===== src/rtl/glitch_sequencer.sv =====
// glitch_sequencer: trigger scheduler feeding the pwm_glitch stage.
// Waits in ARMED for a rising trigger edge, counts cur_delay cycles, drives
// a glitch request for the latched width, then sits out HOLDOFF dead cycles.
// Optional feature macro: GLITCH_SEQ_SWEEP_EN
//   defined   : cur_delay sweeps DELAY_MIN..DELAY_MAX by DELAY_STEP, done
//               pulses on wrap, HOLD exits back to ARMED (auto re-arm).
//   undefined : cur_delay fixed at DELAY_MIN, done tied low, HOLD exits to
//               IDLE (single shot, arm required for the next attempt).
// Handshake: arm is a one-cycle request honoured only in IDLE; abort is a
// level that forces IDLE from any state and wins over arm; trigger is a
// synchronous level whose rising edge is only acted on in ARMED.
module glitch_sequencer #(
   parameter int DELAY_W    = 16,
   parameter int WIDTH_W    = 8,
   parameter int DELAY_MIN  = 2,
   parameter int DELAY_MAX  = 100,
   parameter int DELAY_STEP = 1,
   parameter int HOLDOFF    = 1000
) (
   input  logic               clk,
   input  logic               rst,
   input  logic               arm,
   input  logic               abort,
   input  logic               trigger,
   input  logic [WIDTH_W-1:0] width,
   output logic               glitch,
   output logic               busy,
   output logic [7:0]         attempt,
   output logic               done,
   output logic [2:0]         dbg_state
);

   localparam int HOLD_W = (HOLDOFF > 1) ? $clog2(HOLDOFF) : 1;

   typedef enum logic [2:0] {
      S_IDLE  = 3'd0,
      S_ARMED = 3'd1,
      S_DELAY = 3'd2,
      S_FIRE  = 3'd3,
      S_HOLD  = 3'd4
   } state_t;

   // Reject configurations the counters cannot honour.
   if ((DELAY_MIN > DELAY_MAX) || (DELAY_STEP < 1) || (HOLDOFF < 1)) begin : g_bad_cfg
      $error("glitch_sequencer: illegal delay/holdoff parameters");
   end

   state_t               r_state;
   logic                 r_trig_d;
   logic [DELAY_W-1:0]   r_dcnt;
   logic [WIDTH_W-1:0]   r_wcnt;
   logic [WIDTH_W-1:0]   r_wlat;
   logic [HOLD_W-1:0]    r_hcnt;
   logic                 r_glitch;
   logic                 r_busy;
   logic [7:0]           r_attempt;

   logic                 w_edge;
   logic [WIDTH_W-1:0]   w_width_eff;
   logic [DELAY_W-1:0]   w_cur_delay;
   logic                 w_delay_last;
   logic                 w_fire_last;
   logic                 w_hold_last;

`ifdef GLITCH_SEQ_SWEEP_EN
   logic [DELAY_W-1:0]   r_cur_delay;
   logic                 r_done;
   logic [DELAY_W:0]     w_sum;
   logic                 w_wrap;

   // Next sweep point is computed one bit wider so the overflow check is exact.
   assign w_sum       = {1'b0, r_cur_delay} + (DELAY_W+1)'(DELAY_STEP);
   assign w_wrap      = (w_sum > (DELAY_W+1)'(DELAY_MAX));
   assign w_cur_delay = r_cur_delay;
   assign done        = r_done;
`else
   assign w_cur_delay = DELAY_W'(DELAY_MIN);
   assign done        = 1'b0;
`endif

   assign w_edge       = trigger & ~r_trig_d;
   assign w_width_eff  = (width == '0) ? WIDTH_W'(1) : width;
   assign w_delay_last = (r_dcnt == w_cur_delay - DELAY_W'(1));
   assign w_fire_last  = (r_wcnt == r_wlat - WIDTH_W'(1));
   assign w_hold_last  = (r_hcnt == HOLD_W'(HOLDOFF - 1));

   assign glitch    = r_glitch;
   assign busy      = r_busy;
   assign attempt   = r_attempt;
   assign dbg_state = r_state;

   // Trigger history for rising-edge detection; clears to 0 so a trigger
   // already high at reset release counts as an edge.
   always_ff @(posedge clk or posedge rst) begin
      if (rst) r_trig_d <= 1'b0;
      else     r_trig_d <= trigger;
   end

   // Attempt sequencer: state, counters and all registered outputs.
   always_ff @(posedge clk or posedge rst) begin
      if (rst) begin
         r_state   <= S_IDLE;
         r_dcnt    <= '0;
         r_wcnt    <= '0;
         r_wlat    <= WIDTH_W'(1);
         r_hcnt    <= '0;
         r_glitch  <= 1'b0;
         r_busy    <= 1'b0;
         r_attempt <= '0;
`ifdef GLITCH_SEQ_SWEEP_EN
         r_cur_delay <= DELAY_W'(DELAY_MIN);
         r_done      <= 1'b0;
`endif
      end else begin
`ifdef GLITCH_SEQ_SWEEP_EN
         r_done <= 1'b0;
`endif
         if (abort) begin
            // Abort drops everything except the sweep position and attempt count.
            r_state  <= S_IDLE;
            r_glitch <= 1'b0;
            r_busy   <= 1'b0;
         end else begin
            case (r_state)
               S_IDLE: begin
                  if (arm) begin
                     r_state <= S_ARMED;
                     r_busy  <= 1'b1;
                  end
               end
               S_ARMED: begin
                  if (w_edge) begin
                     r_wlat <= w_width_eff;
                     if (w_cur_delay == '0) begin
                        r_state  <= S_FIRE;
                        r_glitch <= 1'b1;
                        r_wcnt   <= '0;
                     end else begin
                        r_state <= S_DELAY;
                        r_dcnt  <= '0;
                     end
                  end
               end
               S_DELAY: begin
                  if (w_delay_last) begin
                     r_state  <= S_FIRE;
                     r_glitch <= 1'b1;
                     r_wcnt   <= '0;
                  end else begin
                     r_dcnt <= r_dcnt + DELAY_W'(1);
                  end
               end
               S_FIRE: begin
                  if (w_fire_last) begin
                     r_state  <= S_HOLD;
                     r_glitch <= 1'b0;
                     r_hcnt   <= '0;
                  end else begin
                     r_wcnt <= r_wcnt + WIDTH_W'(1);
                  end
               end
               S_HOLD: begin
                  if (w_hold_last) begin
                     r_attempt <= r_attempt + 8'd1;
`ifdef GLITCH_SEQ_SWEEP_EN
                     r_state <= S_ARMED;
                     if (w_wrap) begin
                        r_cur_delay <= DELAY_W'(DELAY_MIN);
                        r_done      <= 1'b1;
                     end else begin
                        r_cur_delay <= w_sum[DELAY_W-1:0];
                     end
`else
                     r_state <= S_IDLE;
                     r_busy  <= 1'b0;
`endif
                  end else begin
                     r_hcnt <= r_hcnt + HOLD_W'(1);
                  end
               end
               default: begin
                  r_state  <= S_IDLE;
                  r_glitch <= 1'b0;
                  r_busy   <= 1'b0;
               end
            endcase
         end
      end
   end

endmodule


===== config.mk =====
export PLATFORM = sky130hd
export DESIGN_NAME = glitch_sequencer
export DESIGN_NICKNAME = d
export VERILOG_FILES = /design/src/rtl/glitch_sequencer.sv
export SDC_FILE = /design/constraint.sdc
export NUM_CORES = 1
export LEC_CHECK = 0
export ABC_AREA = 1
export CORE_ASPECT_RATIO = 0.5
export CORE_MARGIN = 3
export CORE_UTILIZATION = 30
export DETAILED_ROUTE_END_ITERATION = 12
export HOLD_SLACK_MARGIN = 0.02
export PLACE_DENSITY = 0.45
export SKIP_LAST_GASP = 1
export SYNTH_ARGS = -nofsm -noshare
export SYNTH_HDL_FRONTEND = slang
export SYNTH_SLANG_ARGS = --single-unit

===== constraint.sdc =====
create_clock -name clk -period 2.6 [get_ports clk]
set_input_delay 0.52 -clock clk [delete_from_list [all_inputs] [get_ports clk]]
set_output_delay 0.52 -clock clk [all_outputs]
set_load 0.01 [all_outputs]

=== Yosys cells after proc, flatten, opt, wreduce, memory -nomap -nowiden ===
Cells that the tools add are included.

* Add/subtract/negate cells: 5
* Equal/unequal tests: 20
* Muxes and demuxes: 25
* Bitwise operators: 3
* Reduce and logical (&&, ||, !) cells: 15

{| class="wikitable"
|+ Operator list
! kind !! number
|-
| 16-bit two-way mux || 2
|-
| 16-bit one-hot mux with 2 select lines || 1
|-
| 8-bit two-way mux || 3
|-
| 10-bit two-way mux || 2
|-
| 10-bit one-hot mux with 2 select lines || 1
|-
| 3-bit two-way mux || 6
|-
| 16-bit by 1-bit adder with 16-bit output (second input constant) || 1
|-
| 8-bit by 1-bit adder with 8-bit output (second input constant) || 2
|-
| 16-bit by 1-bit equality test with 1-bit output (second input constant) || 1
|-
| 8-bit one-hot mux with 2 select lines || 1
|-
| 3-bit != test (second input constant) || 5
|-
| 3-bit one-hot mux with 5 select lines || 1
|-
| 2-bit != test (second input constant) || 6
|-
| 3-bit AND reduction || 4
|-
| 4-bit AND reduction || 3
|-
| 10-bit by 1-bit adder with 10-bit output (second input constant) || 1
|-
| 10-bit equality test (second input constant) || 1
|-
| 8-bit equality test || 1
|-
| 8-bit zero test || 1
|-
| 8-bit by 1-bit subtractor with 8-bit output (second input constant) || 1
|-
| 3-bit by 2-bit equality test with 1-bit output (second input constant) || 2
|-
| 1-bit two-way mux || 6
|-
| 1-bit one-hot mux with 3 select lines || 2
|-
| 2-bit nonzero test || 3
|-
| other kinds (8) || 11
|}

* Bits in registers: 56
* Bits of input ports: 13

=== Depth between registers and ports, before layout ===
Gate-level depths: netlist (run 1).

* Depth in word-level cells: 5
* Depth in mapped cells: 14

=== Worst setup path before layout (run 1) ===
Ideal clock, no wire load.

* Kind: flip-flop to flip-flop
* Start point: register r_wlat[0]
* End point: register r_hcnt[0]
* Setup time: 0.117 ns
* Arrival time: 1.859 ns
* Setup slack: 0.624 ns
* Cell stages (with the launch flop): 13
* Cell sequence: dfstp_2 inv_1 ha_1 or2_1 nand3_1 nand2_1 nor2_1 nand3_2 nand2_1 nand2_1 buf_2 nand2_1 nand2_1

* Longest elaborated chain between the ends: 4

{| class="wikitable"
|+ Ends and longest elaborated chain
! item !! line !! RTL
|-
| start: declaration || 52 || <nowiki>logic [WIDTH_W-1:0] r_wlat;</nowiki>
|-
| start signal: assignment || 133 || <nowiki>r_wlat <= w_width_eff;</nowiki>
|-
| 8-bit by 1-bit subtractor with 8-bit output || 84 || <nowiki>assign w_fire_last = (r_wcnt == r_wlat - WIDTH_W'(1));</nowiki>
|-
| 8-bit equality test || 84 ||
|-
| 2-bit != test (no line) || - ||
|-
| 4-bit AND reduction (no line) || - ||
|-
| end signal: assignment || 178 || <nowiki>r_hcnt <= r_hcnt + HOLD_W'(1);</nowiki>
|-
| end: declaration || 53 || <nowiki>logic [HOLD_W-1:0] r_hcnt;</nowiki>
|}

No other way between the ends.
A chain may end at the register's enable or synchronous reset.

=== Worst setup path after layout (run 1) ===
* Start point: register r_wlat[0]
* End point: register r_hcnt[5]

The elaborated chain is that of the path after synthesis.

==> results of run 1 <==
## worst max-delay path, cell delays in order (launching register included)
cell	delay [ns]
sky130_fd_sc_hd__dfstp_2	0.56
sky130_fd_sc_hd__inv_1	0.12
sky130_fd_sc_hd__ha_1	0.33
sky130_fd_sc_hd__inv_1	0.04
sky130_fd_sc_hd__nand2_1	0.06
sky130_fd_sc_hd__nand2_1	0.04
sky130_fd_sc_hd__nor2_1	0.11
sky130_fd_sc_hd__nand3_1	0.08
sky130_fd_sc_hd__nor2_1	0.14
sky130_fd_sc_hd__nand3_2	0.12
sky130_fd_sc_hd__nand2_1	0.12
sky130_fd_sc_hd__nand2_1	0.26
sky130_fd_sc_hd__nand2_1	0.13
sky130_fd_sc_hd__nand2_1	0.06
## state kept, by name, indices dropped and copies added, names as in the netlist
name       cells
glitch         1
r_wlat         8
r_trig_d       1
dbg_state      3
r_hcnt        10
r_dcnt        16
attempt        8
busy           1
r_wcnt         8
## routing by layer
metal	track usage (%)	part of all wire (%)
met5	0	0
met4	2.60	0.96
met3	3.19	3.7
met2	19.9	40
met1	20.5	55
## kinds of logic (layout without fill, tap and decap cells)
group	after synthesis	in the layout	synth area share, %
compound gates	35	35	5.66
xor+xnor	33	33	8.12
fa+ha+maj	6	6	2.11
buf+inv	68	100	7.91
flops	56	56	39.4
other cells	1	1	0.105
simple gates	292	292	36.7
## path summary, 6_finish.rpt
path                           start         to  slack (ns)  cells after the start
setup / recovery           r_wlat[0]  r_hcnt[5]        0.33                     13
hold / removal                glitch     glitch        0.48                      2
setup reg to reg           r_wlat[0]  r_hcnt[5]        0.33                     13
hold reg to reg               glitch     glitch        0.48                      2
max in group asynchronous        rst  r_wlat[0]        1.70                      3
min in group asynchronous        rst  r_wcnt[1]        0.59                      3
## area by class of cell
cell class | count | area, µm² | area share, %
inverters | 57 | 214 | 5.12
well taps | 159 | 199 | 4.76
repair buffers | 35 | 338 | 8.08
clock buffers | 7 | 143 | 3.41
clock inverters | 1 | 7.51 | 0.180
flip-flops and latches | 56 | 1400 | 33.6
multi-input cells | 367 | 1880 | 44.9
## where the power goes
part / internal, W / switching, W / total, W
Sequential: 0.000990 / 0.000151 / 0.00114
Clock: 0.000385 / 0.000328 / 0.000713
Combinational: 0.000380 / 0.000669 / 0.00105
Total: 0.00176 / 0.00115 / 0.00290
## synthesized netlist by cell type (6+ instances only)
cell type / instances
sky130_fd_sc_hd__buf_2: 6
sky130_fd_sc_hd__dfrtp_1: 55
sky130_fd_sc_hd__ha_1: 6
sky130_fd_sc_hd__inv_1: 55
sky130_fd_sc_hd__nand2_1: 135
sky130_fd_sc_hd__nand3_1: 57
sky130_fd_sc_hd__nand4_1: 19
sky130_fd_sc_hd__nor2_1: 51
sky130_fd_sc_hd__nor3_1: 13
sky130_fd_sc_hd__o21ai_0: 20
sky130_fd_sc_hd__o31ai_1: 6
sky130_fd_sc_hd__xnor2_1: 8
sky130_fd_sc_hd__xor2_1: 25
## stage by stage
stage,std cells,setup WS [ns]
floorplan,491,0.624
global placement,674,0.190
detailed placement,674,0.137
CTS,682,0.263
global route,682,0.00254
finish,682,0.326
==> results.sh, run 1 <==
export IMPL_synth_enable_flop_cells=0
export IMPL_cp_data_arrival_time_ns=2.47
export IMPL_synth_top_cells_by_area="sky130_fd_sc_hd__dfrtp_1, sky130_fd_sc_hd__nand2_1, sky130_fd_sc_hd__nand3_1, sky130_fd_sc_hd__xor2_1, sky130_fd_sc_hd__inv_1"
export IMPL_synthCells=491
export IMPL_cts_root_buf="sky130_fd_sc_hd__clkbuf_16"
export IMPL_maxCapViolCount=0
export IMPL_mostFrequentLayoutCells="sky130_fd_sc_hd__nand2_1, sky130_fd_sc_hd__nand3_1, sky130_fd_sc_hd__dfrtp_1, sky130_fd_sc_hd__inv_1, sky130_fd_sc_hd__nor2_1"
export IMPL_diode_count=0
export IMPL_drive_gt1_share_pct=6.31
export IMPL_drt_iter0_markers=190
export IMPL_port_buffers=25
export IMPL_initial_utilization_pct=31.6
export IMPL_netlist_area_um2=3560
export IMPL_post_cts_resized=0
export IMPL_grt_first_pass_wirelength_mm=15.1
export IMPL_worst_clock_skew_ns=0.00649
export IMPL_critical_path_startpoint_type="flop"
export IMPL_final_design_area_no_fill_um2=4180
export IMPL_clk_pin_slew_ns=0.07
export IMPL_synthesis_stage_register_bit_count=56
export IMPL_detailedRoute_firstPassIterationCount=4
export IMPL_power_density_relative_to_cell_area_nw_per_um2=695
export IMPL_fmaxAchievable_ghz=0.440
export IMPL_netlist_cell_type_count=35
export IMPL_antenna_violation_net_count_after_detailed_routing=0
export IMPL_worst_path_max_fanout=11
export IMPL_final_common_cell="sky130_fd_sc_hd__nand2_1"
export IMPL_number_of_post_cts_setup_repair_buffers=0
export IMPL_period_minus_slack_ns=2.27
export IMPL_hold_class="flop to flop"
export IMPL_synth_warnings=0
export IMPL_n_fill_cell=1226
export IMPL_placed_cell_area_um2=4030
export IMPL_synthesis_nets=510
export IMPL_cts_tree="built"
export IMPL_asyncSetResetFlopFracSynth_pct=100
export IMPL_detail_route_wl_per_cell_um=12.3
export IMPL_postLayoutCoreUtil_pct=37.0
export IMPL_grt_start_max_net_pins=57
export IMPL_design_die_area_um2=13300
export IMPL_setup_viol_count_final=0
export IMPL_ys_seq_area_share_pct=39.4
export IMPL_holdWs_ns=0.480
export IMPL_synth_largest_area_cell="sky130_fd_sc_hd__dfrtp_1"
export IMPL_final_min_period_over_clock_period_pct=87.5
export IMPL_yosys_area_top_type_share_pct=38.7
export IMPL_fp_row_count=27
export IMPL_cts_hold_buf=0
export IMPL_synthFlopType="sky130_fd_sc_hd__dfrtp_1"
export IMPL_die_w_um=160
export IMPL_worstSetupEndpointType="flop"
export IMPL_outcome="complete, no violations"
export IMPL_layout_area_overhead_vs_synth_pct=17.4
export IMPL_globalRoute_totalOverflow=0
export IMPL_grt_usage_pct=13.6
export IMPL_finish_net_count=541
export IMPL_p_leak_nw=1.91
export IMPL_routability_congestion=0.773
export IMPL_design_core_area_um2=11300
export IMPL_report_final_hold_viol_count=0
export IMPL_average_size_of_a_mapped_cell_um2=7.25
export IMPL_grt_pass1_vias=3037
export IMPL_pin_count=27
export IMPL_timing_setup_critical_path_class="flop to flop"
export IMPL_tns_ns=0
export IMPL_die_h_um=83.0
export IMPL_vias=3080
export IMPL_cts_buffers_inserted=5
export IMPL_detail_route_wirelength_mm=8.37
export IMPL_drt_drc_violations_left=0
export IMPL_critPathRequiredTime_ns=2.79
export IMPL_drt_vias_per_instance=4.52
export IMPL_fin_total_pwr_w=0.00290
export IMPL_dp_hpwl_mm=6.14
export IMPL_final_max_slew_violation_count=0
export IMPL_clock_path_buffers=2
export IMPL_antenna_found_initial=0
export IMPL_clock_tree_htree_level_count=2
export IMPL_cts_sinks=56
export IMPL_vdd_ir_drop_max_mv=0.218
export IMPL_worstSkewPairLatency_ns=0.30
export IMPL_grt_setup_unrepaired="no"
(Power assumes the default switching activity.)
==> run 2, diff against run 1 <==
--- a/config.mk
+++ b/config.mk
@@ -13,6 +13,7 @@
 export HOLD_SLACK_MARGIN = 0.02
 export PLACE_DENSITY = 0.45
 export SKIP_LAST_GASP = 1
+export SLEW_MARGIN = 10
 export SYNTH_ARGS = -nofsm -noshare
 export SYNTH_HDL_FRONTEND = slang
 export SYNTH_SLANG_ARGS = --single-unit
==> results of run 2 <==
Same layout as run 1: the final DEF is identical, and so are final timing and power.
